[src/rtl/requant_stream_out_pkg.sv]
// Shared constants and FSM state type for the requantizing AXIS output stage.
package requant_stream_out_pkg;

  localparam int unsigned ELEM0_SRAM_IDX = 0;
  localparam int unsigned MAX_DATA_WIDTH = 16;
  localparam int unsigned Q31_FRAC_BITS  = 31;

  typedef enum logic [1:0] {
    RQ_IDLE,
    RQ_RUN,
    RQ_DRAIN,
    RQ_DONE
  } rq_state_e;

endpackage

[src/rtl/requant_stream_out_core.sv]
// 3-stage requantization pipeline: SRAM capture + multiply, rounding shift, zero-point + clamp.
module requant_stream_out_core
  import requant_stream_out_pkg::*;
#(
  parameter int ACC_WIDTH = 16,
  parameter int OUT_WIDTH = 8
) (
  input  logic                        clk,
  input  logic                        rst,
  input  logic                        valid_i,
  input  logic                        last_i,
  input  logic signed [ACC_WIDTH-1:0] acc_i,
  input  logic signed [31:0]          mult_i,
  input  logic [4:0]                  shift_i,
  input  logic signed [OUT_WIDTH-1:0] zp_i,
  input  logic signed [OUT_WIDTH-1:0] min_i,
  input  logic signed [OUT_WIDTH-1:0] max_i,
  output logic                        valid_o,
  output logic                        last_o,
  output logic signed [OUT_WIDTH-1:0] data_o,
  output logic [1:0]                  inflight_o
);

  localparam int PROD_W = ACC_WIDTH + 32;
  localparam int RES_W  = 34;

  logic                     va_q, la_q;
  logic                     vb_q, lb_q;
  logic                     vc_q, lc_q;
  logic signed [PROD_W-1:0] prod_q;
  logic signed [RES_W-1:0]  r_q;

  logic signed [PROD_W-1:0] acc_ext, mult_ext, prod_d;
  logic [6:0]               rnd_pos;
  logic signed [63:0]       prod_ext, rnd, sum, shifted;
  logic signed [RES_W-1:0]  zsum, min_ext, max_ext;

  assign acc_ext  = {{(PROD_W-ACC_WIDTH){acc_i[ACC_WIDTH-1]}}, acc_i};
  assign mult_ext = {{(PROD_W-32){mult_i[31]}}, mult_i};
  assign prod_d   = acc_ext * mult_ext;

  // Half-LSB bias before the arithmetic shift rounds ties toward +inf.
  assign rnd_pos  = 7'(Q31_FRAC_BITS - 1) + {2'b00, shift_i};
  assign prod_ext = {{(64-PROD_W){prod_q[PROD_W-1]}}, prod_q};
  assign rnd      = 64'sd1 <<< rnd_pos;
  assign sum      = prod_ext + rnd;
  assign shifted  = sum >>> (rnd_pos + 7'd1);

  assign zsum    = r_q + {{(RES_W-OUT_WIDTH){zp_i[OUT_WIDTH-1]}}, zp_i};
  assign min_ext = {{(RES_W-OUT_WIDTH){min_i[OUT_WIDTH-1]}}, min_i};
  assign max_ext = {{(RES_W-OUT_WIDTH){max_i[OUT_WIDTH-1]}}, max_i};

  always_comb begin
    data_o = zsum[OUT_WIDTH-1:0];
    if (zsum < min_ext)      data_o = min_i;
    else if (zsum > max_ext) data_o = max_i;
  end

  assign valid_o    = vc_q;
  assign last_o     = lc_q;
  assign inflight_o = {1'b0, va_q} + {1'b0, vb_q} + {1'b0, vc_q};

  always_ff @(posedge clk) begin
    if (rst) begin
      va_q   <= 1'b0;
      la_q   <= 1'b0;
      vb_q   <= 1'b0;
      lb_q   <= 1'b0;
      vc_q   <= 1'b0;
      lc_q   <= 1'b0;
      prod_q <= '0;
      r_q    <= '0;
    end else begin
      va_q   <= valid_i;
      la_q   <= valid_i & last_i;
      vb_q   <= va_q;
      lb_q   <= la_q;
      prod_q <= prod_d;
      vc_q   <= vb_q;
      lc_q   <= lb_q;
      r_q    <= shifted[RES_W-1:0];
    end
  end

endmodule

[src/rtl/requant_stream_out.sv]
// Reads accumulators from ELEM SRAM with credit-gated reads, requantizes to int8,
// and streams one AXIS frame through a small output FIFO.
module requant_stream_out
  import requant_stream_out_pkg::*;
#(
  parameter int ADDR_WIDTH         = 13,
  parameter int ACC_WIDTH          = 16,
  parameter int OUT_WIDTH          = 8,
  parameter int NUM_CHANNELS_WIDTH = 7,
  parameter int FIFO_DEPTH         = 4
) (
  input  logic                          clk,
  input  logic                          rst,
  input  logic                          start,
  input  logic [ADDR_WIDTH-1:0]         out_size,
  input  logic signed [31:0]            quant_mult,
  input  logic [4:0]                    quant_shift,
  input  logic signed [OUT_WIDTH-1:0]   out_zero_point,
  input  logic signed [OUT_WIDTH-1:0]   act_min,
  input  logic signed [OUT_WIDTH-1:0]   act_max,
  input  logic [NUM_CHANNELS_WIDTH-1:0] num_channels,
  output logic                          sram_rd_en,
  output logic [ADDR_WIDTH-1:0]         sram_rd_addr,
  input  logic signed [ACC_WIDTH-1:0]   sram_rd_data,
  output logic signed [OUT_WIDTH-1:0]   m_axis_tdata,
  output logic                          m_axis_tvalid,
  input  logic                          m_axis_tready,
  output logic                          m_axis_tlast,
  output logic [NUM_CHANNELS_WIDTH-1:0] m_axis_tuser,
  output logic                          busy,
  output logic                          done
);

  localparam int PW = $clog2(FIFO_DEPTH);
  localparam int CW = PW + 1;
  localparam int UW = CW + 1;

  rq_state_e state_q, state_d;

  logic [ADDR_WIDTH-1:0]         len_q, addr_q;
  logic signed [31:0]            mult_q;
  logic [4:0]                    shift_q;
  logic signed [OUT_WIDTH-1:0]   zp_q, min_q, max_q;
  logic [NUM_CHANNELS_WIDTH-1:0] user_q;

  logic [OUT_WIDTH:0] mem_q [FIFO_DEPTH];
  logic [PW-1:0]      wr_ptr_q, rd_ptr_q;
  logic [CW-1:0]      cnt_q;

  logic                        start_acc, rd_en, rd_last, credit_ok;
  logic                        push, pop, head_last;
  logic                        core_valid, core_last;
  logic signed [OUT_WIDTH-1:0] core_data;
  logic [1:0]                  core_inflight;
  logic [UW-1:0]               used;

  requant_stream_out_core #(
    .ACC_WIDTH (ACC_WIDTH),
    .OUT_WIDTH (OUT_WIDTH)
  ) u_core (
    .clk        (clk),
    .rst        (rst),
    .valid_i    (rd_en),
    .last_i     (rd_last),
    .acc_i      (sram_rd_data),
    .mult_i     (mult_q),
    .shift_i    (shift_q),
    .zp_i       (zp_q),
    .min_i      (min_q),
    .max_i      (max_q),
    .valid_o    (core_valid),
    .last_o     (core_last),
    .data_o     (core_data),
    .inflight_o (core_inflight)
  );

  // Elements already issued but not yet in the FIFO still hold a slot, so the FIFO cannot overflow.
  assign used      = {1'b0, cnt_q} + UW'(core_inflight);
  assign credit_ok = used < UW'(FIFO_DEPTH);
  assign rd_last   = (addr_q == len_q - ADDR_WIDTH'(1));

  assign push      = core_valid;
  assign pop       = m_axis_tvalid & m_axis_tready;
  assign head_last = mem_q[rd_ptr_q][OUT_WIDTH];

  assign m_axis_tvalid = (cnt_q != '0);
  assign m_axis_tdata  = mem_q[rd_ptr_q][OUT_WIDTH-1:0];
  assign m_axis_tlast  = m_axis_tvalid & head_last;
  assign m_axis_tuser  = user_q;
  assign sram_rd_en    = rd_en;
  assign sram_rd_addr  = addr_q;

  always_comb begin
    state_d   = state_q;
    start_acc = 1'b0;
    rd_en     = 1'b0;
    busy      = 1'b0;
    done      = 1'b0;
    case (state_q)
      RQ_IDLE: begin
        if (start) begin
          start_acc = 1'b1;
          state_d   = (out_size == '0) ? RQ_DONE : RQ_RUN;
        end
      end
      RQ_RUN: begin
        busy = 1'b1;
        if (credit_ok) begin
          rd_en = 1'b1;
          if (rd_last) state_d = RQ_DRAIN;
        end
      end
      RQ_DRAIN: begin
        busy = 1'b1;
        if (pop && head_last) state_d = RQ_DONE;
      end
      RQ_DONE: begin
        done    = 1'b1;
        state_d = RQ_IDLE;
      end
      default: state_d = RQ_IDLE;
    endcase
  end

  always_ff @(posedge clk) begin
    if (rst) begin
      state_q <= RQ_IDLE;
      len_q   <= '0;
      addr_q  <= '0;
      mult_q  <= '0;
      shift_q <= '0;
      zp_q    <= '0;
      min_q   <= '0;
      max_q   <= '0;
      user_q  <= '0;
    end else begin
      state_q <= state_d;
      if (start_acc) begin
        len_q   <= out_size;
        addr_q  <= '0;
        mult_q  <= quant_mult;
        shift_q <= quant_shift;
        zp_q    <= out_zero_point;
        min_q   <= act_min;
        max_q   <= act_max;
        user_q  <= num_channels;
      end else if (rd_en) begin
        addr_q <= addr_q + ADDR_WIDTH'(1);
      end
    end
  end

  always_ff @(posedge clk) begin
    if (rst) begin
      for (int unsigned i = 0; i < FIFO_DEPTH; i++) mem_q[i] <= '0;
      wr_ptr_q <= '0;
      rd_ptr_q <= '0;
      cnt_q    <= '0;
    end else begin
      if (push) begin
        mem_q[wr_ptr_q] <= {core_last, core_data};
        wr_ptr_q        <= wr_ptr_q + PW'(1);
      end
      if (pop) rd_ptr_q <= rd_ptr_q + PW'(1);
      case ({push, pop})
        2'b10:   cnt_q <= cnt_q + CW'(1);
        2'b01:   cnt_q <= cnt_q - CW'(1);
        default: cnt_q <= cnt_q;
      endcase
    end
  end

endmodule

[config.mk]
export PLATFORM = sky130hd
export DESIGN_NAME = requant_stream_out
export DESIGN_NICKNAME = d
export VERILOG_FILES = /design/src/rtl/requant_stream_out_pkg.sv /design/src/rtl/requant_stream_out_core.sv /design/src/rtl/requant_stream_out.sv
export SDC_FILE = /design/constraint.sdc
export NUM_CORES = 2
export LEC_CHECK = 0
export CAP_MARGIN = 10
export CORE_MARGIN = 4
export CORE_UTILIZATION = 34
export CTS_CLUSTER_SIZE = 8
export DETAILED_ROUTE_END_ITERATION = 6
export PLACE_DENSITY = 0.49
export SYNTH_ARGS = -nofsm -noshare
export SYNTH_HDL_FRONTEND = slang
export SYNTH_HIERARCHICAL = 1
export SYNTH_SLANG_ARGS = --single-unit
[constraint.sdc]
create_clock -name clk -period 23 [get_ports clk]
set_input_delay 2.3 -clock clk [delete_from_list [all_inputs] [get_ports clk]]
set_output_delay 2.3 -clock clk [all_outputs]
set_load 0.05 [all_outputs]
* After elaboration in Yosys (flattened, before gate mapping)
Memory sizes are Yosys's and may differ from the RTL's. A register that Yosys moved wholly into a read port is not among the register bits.
Index checks and enable logic that the tools add are counted.
** Operators by class
- Add/subtract/negate cells :: 13
- Bitwise operators :: 3
- Shift operators :: 2
- Reduce and logical (&&, ||, !) cells :: 9
- Order comparisons :: 3
- $mul :: 1
- Muxes and demuxes :: 25
- Divide/modulo/power cells :: 0
- Equality and inequality tests :: 10
** Operators by type and width (number)
- $add 48x64->64 :: 1
- $sshl 2x7->64 const A :: 1
- $sshr 64x7->34 :: 1
- $mul 16x32->48 :: 1
- $add 34x34->34 :: 1
- $gt 34x8->1 :: 1
- $lt 34x8->1 :: 1
- $mux 2 :: 8
- $mux 8 :: 2
- $add 13x1->13 const B :: 1
- $eq 13x13->1 :: 1
- $logic_not 13->1 :: 1
- $sub 13x1->13 const B :: 1
- $mux 1 :: 12
- $mux 9 :: 1
- $reduce_or 9->1 :: 1
- $pmux 2 s4 :: 1
- $add 7x1->7 const B :: 1
- $add 5x5->6 const A :: 1
- $eq 2x2->1 const B :: 3
- $ne 2x2->1 const B :: 3
- $pmux 3 s2 :: 1
- $add 2x1->2 const B :: 2
- $add 3x2->4 :: 1
- 14 further kinds :: 18
** Word-level totals
- Memory bits (read-only) :: 0
- Input bits :: 101
- Memories :: 1
- Latch bits :: 0
- Word-level logic and storage cells :: 87
- Flip-flop bits (word level) :: 191
- Bits in writable memories :: 36
- Output and inout port bits :: 33
** Memory list
- mem_q :: words 4, width 9, rd ports 1, clocked after memory_dff 1, wr ports 4, RTL line requant_stream_out.sv:46 : logic [OUT_WIDTH:0] mem_q [FIFO_DEPTH];

* Depth between registers and ports, before layout
- Word-level depth :: 7
- Mapped depth :: 28

* By module
Netlist, hierarchy kept.
** By module, submodules not included
- requant_stream_out_core :: cells an instance 4221, instances 1, area each 33503.4 sq um, sequential area each 1761.7 sq um
- requant_stream_out :: cells an instance 667, instances 1, area each 6000.8 sq um, sequential area each 3183.1 sq um

* Least setup slack after synthesis
Ideal clock, no wire load.
- Path kind :: input to register
- Start :: in sram_rd_data[1]
- End :: reg u_core.prod_q[45]
- Buffers on the path :: 1
- Arrival time :: 8.759 ns
- Required time :: 22.926 ns
- Path slack :: 14.166 ns
- Setup time :: 0.074 ns
- Stages :: 24
- Cell sequence :: clkbuf_1 > nand2_1 > fa_1 > fa_1 > fa_1 > inv_1 > fa_1 > fa_1 > inv_1 > fa_1 > inv_1 > ha_1 > a21o_1 > a21o_1 > a21o_1 > a21o_1 > a221o_1 > a2111oi_2 > nor3b_1 > o221ai_1 > nor2_1 > a311o_1 > or4b_1 > a31oi_1
** On the way
- Word-level cells in the longest chain between the ends :: 1
** RTL lines
- start, declared :: RTL line requant_stream_out.sv:24 : input logic signed [ACC_WIDTH-1:0] sram_rd_data,
- $mul 16x32->48 :: RTL line requant_stream_out_core.sv:40 : assign prod_d = acc_ext * mult_ext;
- end signal, assigned :: RTL line requant_stream_out_core.sv:78 : prod_q <= prod_d;
- end, declared :: RTL line requant_stream_out_core.sv:30 : logic signed [PROD_W-1:0] prod_q;
No other way between the ends.
A chain may end at the register's enable or synchronous reset.

* Worst setup path in the final report
- Start :: in sram_rd_data[15]
- End :: reg u_core.prod_q[45]
Same word-level chain as after synthesis.

==> out/qor.yml <==
global_route:
  grt_pass1_vias: 35600
  grt_usage_pct: 21.7
  grt_pass1_wl_mm: 209
  grt-ovfl-total: 0
  antenna_found_initial: 0
  grt_max_degree: 69
power:
  p_sw_share_pct: 54.9
  power.density_mw_per_mm2: 153
  p_leak_nw: 19.1
  seqPwrFrac_pct: 9.3
  clkPwrFrac_pct: 7.8
  peakVddDrop_uv: 277
  switching_power_w: 0.00363
  combPwrFrac_pct: 82.8
  power_w: 0.00661
  p_int_w: 0.00298
critical_path:
  r2r_start: "mult_q[15]"
  critPathLaunch: "sram_rd_data[15]"
  arrival_ns: 10.28
  r2r_cells: 23
  worstPathMaxFanout: 16
  critical_path.endpoint_type: "flop"
  reg2reg_slack_ns: 15.13
  start_kind: "input port"
  critPathKind: "input port to flop"
  rr_endpoint: "u_core/prod_q[45]"
  required_ns: 23.47
detailed_routing:
  first_iter_violations: 2519
  drcViolationCount: 0
  vias_per_cell: 5.42
  first_pass_iters: 5
  wire_per_inst_um: 20.6
  ant_nets: 0
  routed_wl_mm: 132
  vias: 34800
floorplan:
  num_rows: 124
  core_area_sq_mm: 0.115
  fp.dieW_um: 349
  start_util_pct: 34.4
  ios: 134
  die_area_sq_mm: 0.122
  die_h_um: 349
clock_tree:
  postCtsHoldBufs: 0
  cts_buffers: 36
  clkSinkCount: 229
  cts-root-buf: "clkbuf_16"
  cts_tree: "done"
  clk_pin_slew_worst_paths_ns: 0.05
  insertion_delay_ns: 0.60
  clockBufferDepth: 3
  postCtsSetupBuffers: 0
  htreeDepth: 2
  cts_resized: 0
layout:
  syn_to_final_growth_pct: 9.71
  drive_gt1_share_pct: 4.51
  finalNetCount: 5764
  final_cells: 6410
timing:
  post-route-min-period_ns: 9.81
  hold_viol: 0
  max_slew.worst_pin.slew_ns: 1.15
  fmax_mhz: 102
  clock_skew_ns: 0.0569
  setup_viol: 0
  rsz0062_at_grt: "no"
  slew_headroom_pct: 22.6
  min_period_over_period_pct: 42.6
  tns_ns: 0
  drv_slew: 0
  timing.final.ws_setup_ns: 13.19
synth:
  netlist_instances: 4888
  async_flop_share_pct: 0
  yosys.area.top_type_share_pct: 24.8
  yosysWarningCount: 6
  synth_edf_count: 36
  yosysSeqAreaShare_pct: 12.5
  syn_area_per_cell_sq_um: 8.08
  synth_area_sq_mm: 0.0395
  ys_types: 107
  synth_area_leaders: "fa_1, dfxtp_1, ha_1, nand2_1, inv_1"
  yosysTopAreaCell: "fa_1"
  synth_common_cells: "nand2_1, inv_1, fa_1, nor2_1, a21oi_1"
  post-synth-top-count-cell: "nand2_1"
  yosys_register_bits: 229
  synth_flop_cell: "dfxtp_1"
run:
  drv_cap: 0
worst_hold_path:
  hold-path-endpoint: "u_core/last_o"
  hold_class: "flop to flop"
  hold_path_depth: 1
  hold_path_startpoint: "u_core/lb_q"
placed_design:
  dp_hpwl_mm: 104
  port-buffer-count: 133
  placed_cells: 6352
  globalplace.congestion: 0.933
  place_ws_ns: 12.68
outcome:
  status: "finished, final reports clean"
[area by class of cell]
| type | count | area, sq um |
|---|---|---|
| Tap cell | 1512 | 1890 |
| Clock inverter | 5 | 104 |
| Multi-Input combinational cell | 3772 | 31200 |
| Timing Repair Buffer | 187 | 1720 |
| Inverter | 653 | 2450 |
| Fill cell | 12000 | 71500 |
| Sequential cell | 229 | 4950 |
| Clock buffer | 49 | 990 |
| Antenna cell | 3 | 7.51 |
[metal layers]
metal | GRT usage (%) | share of wire [%] | vias up
met1 | 29.9 | 46 | 17300
li1 | - | - | 16300
met3 | 2.34 | 5.1 | 152
met5 | 0 | 0 | -
met2 | 37.0 | 47 | 962
met4 | 4.48 | 2.0 | 0
[layout by cell type (no fill, tap or decap), types with 42 or more instances in the layout]
cell type        instances
o21ai_0                126
fa_1                   490
clkdlybuf4s50_1        128
xor2_1                  59
nand3_1                 62
buf_4                   54
nand2b_1                47
a21o_1                 102
o211ai_1                42
nand2_1                688
nor2_1                 356
a211oi_1                44
ha_1                   292
and2_1                 226
inv_1                  649
mux2i_1                 72
nor3_1                  76
xnor2_1                107
a21oi_1                297
nand4_1                 69
dfxtp_1                192
[cell families (layout without fill, tap and decap cells)]
logic type / count (synthesis) / count (layout) / synth area share [%]
and+or+nand+nor: 1690 / 1690 / 20.0
AOI/OAI and AO/OA: 992 / 992 / 16.9
buffers and inverters: 902 / 894 / 8.71
adders and majority gates: 784 / 784 / 34.1
DFF: 229 / 229 / 12.5
xor gates and xnor gates: 168 / 168 / 3.72
muxes: 121 / 121 / 3.93
other: 2 / 20 / 0.0190
[metrics by stage]
stage	cell area [sq um]	util (%)	hold slack, ns
4_1_cts	43300	37.7	0.442
6_report	43300	37.8	0.439
3_5_place_dp	42200	36.8	0.429
5_1_grt	43300	37.7	0.464
3_3_place_gp	42200	36.8	0.419
2_1_floorplan	39600	-	0.414
[critical path, stage by stage]
cell and delay (ns):
clkdlybuf4s50_1 0.72, clkinv_1 0.38, buf_4 0.33, nor2_1 0.17
fa_1 0.46, fa_1 0.48, fa_1 0.52, fa_1 0.43
fa_1 0.51, inv_1 0.05, fa_1 0.47, inv_1 0.04
ha_1 0.33, a21o_1 0.20, a21o_1 0.16, a21o_1 0.18
a21o_1 0.17, a221o_1 0.34, a2111oi_2 0.34, nor3b_1 0.17
o221ai_1 0.33, nor2_1 0.12, a311o_1 0.42, or4b_1 0.49
a31oi_1 0.14
[how the worst max path moves through the flow]
stage,end,slack [ns],cells after the start
after floorplan,u_core/prod_q[45],14.17,24
after global placement,u_core/prod_q[45],12.88,25
after detailed placement,u_core/prod_q[45],12.68,25
after CTS,u_core/prod_q[45],13.25,25
after global routing,u_core/prod_q[45],12.77,25
final,u_core/prod_q[45],13.19,25
[power by group through the flow]
stage	Sequential [W]	Combinational, W	Clock [W]
final	0.000616	0.00548	0.000519
after global routing	0.000629	0.00618	0.000554
after CTS	0.000619	0.00548	0.000540
after detailed placement	0.000627	0.00545	0
after global placement	0.000626	0.00546	0
after floorplan	0.000571	0.00399	0
[state kept, by name, indices dropped and copies added, names as in the netlist, 2 cells and up, named ones only]
| name | count |
|---|---|
| cnt_q | 3 |
| rd_ptr_q | 2 |
| mult_q | 32 |
| u_core/r_q | 34 |
| wr_ptr_q | 2 |
| mem_q | 36 |
| zp_q | 8 |
| min_q | 8 |
| max_q | 8 |
| state_q | 2 |
| shift_q | 5 |
| u_core/prod_q | 48 |
| m_axis_tuser | 7 |
| len_q | 13 |
| sram_rd_addr | 13 |
Power figures use the tool's default switching activity.
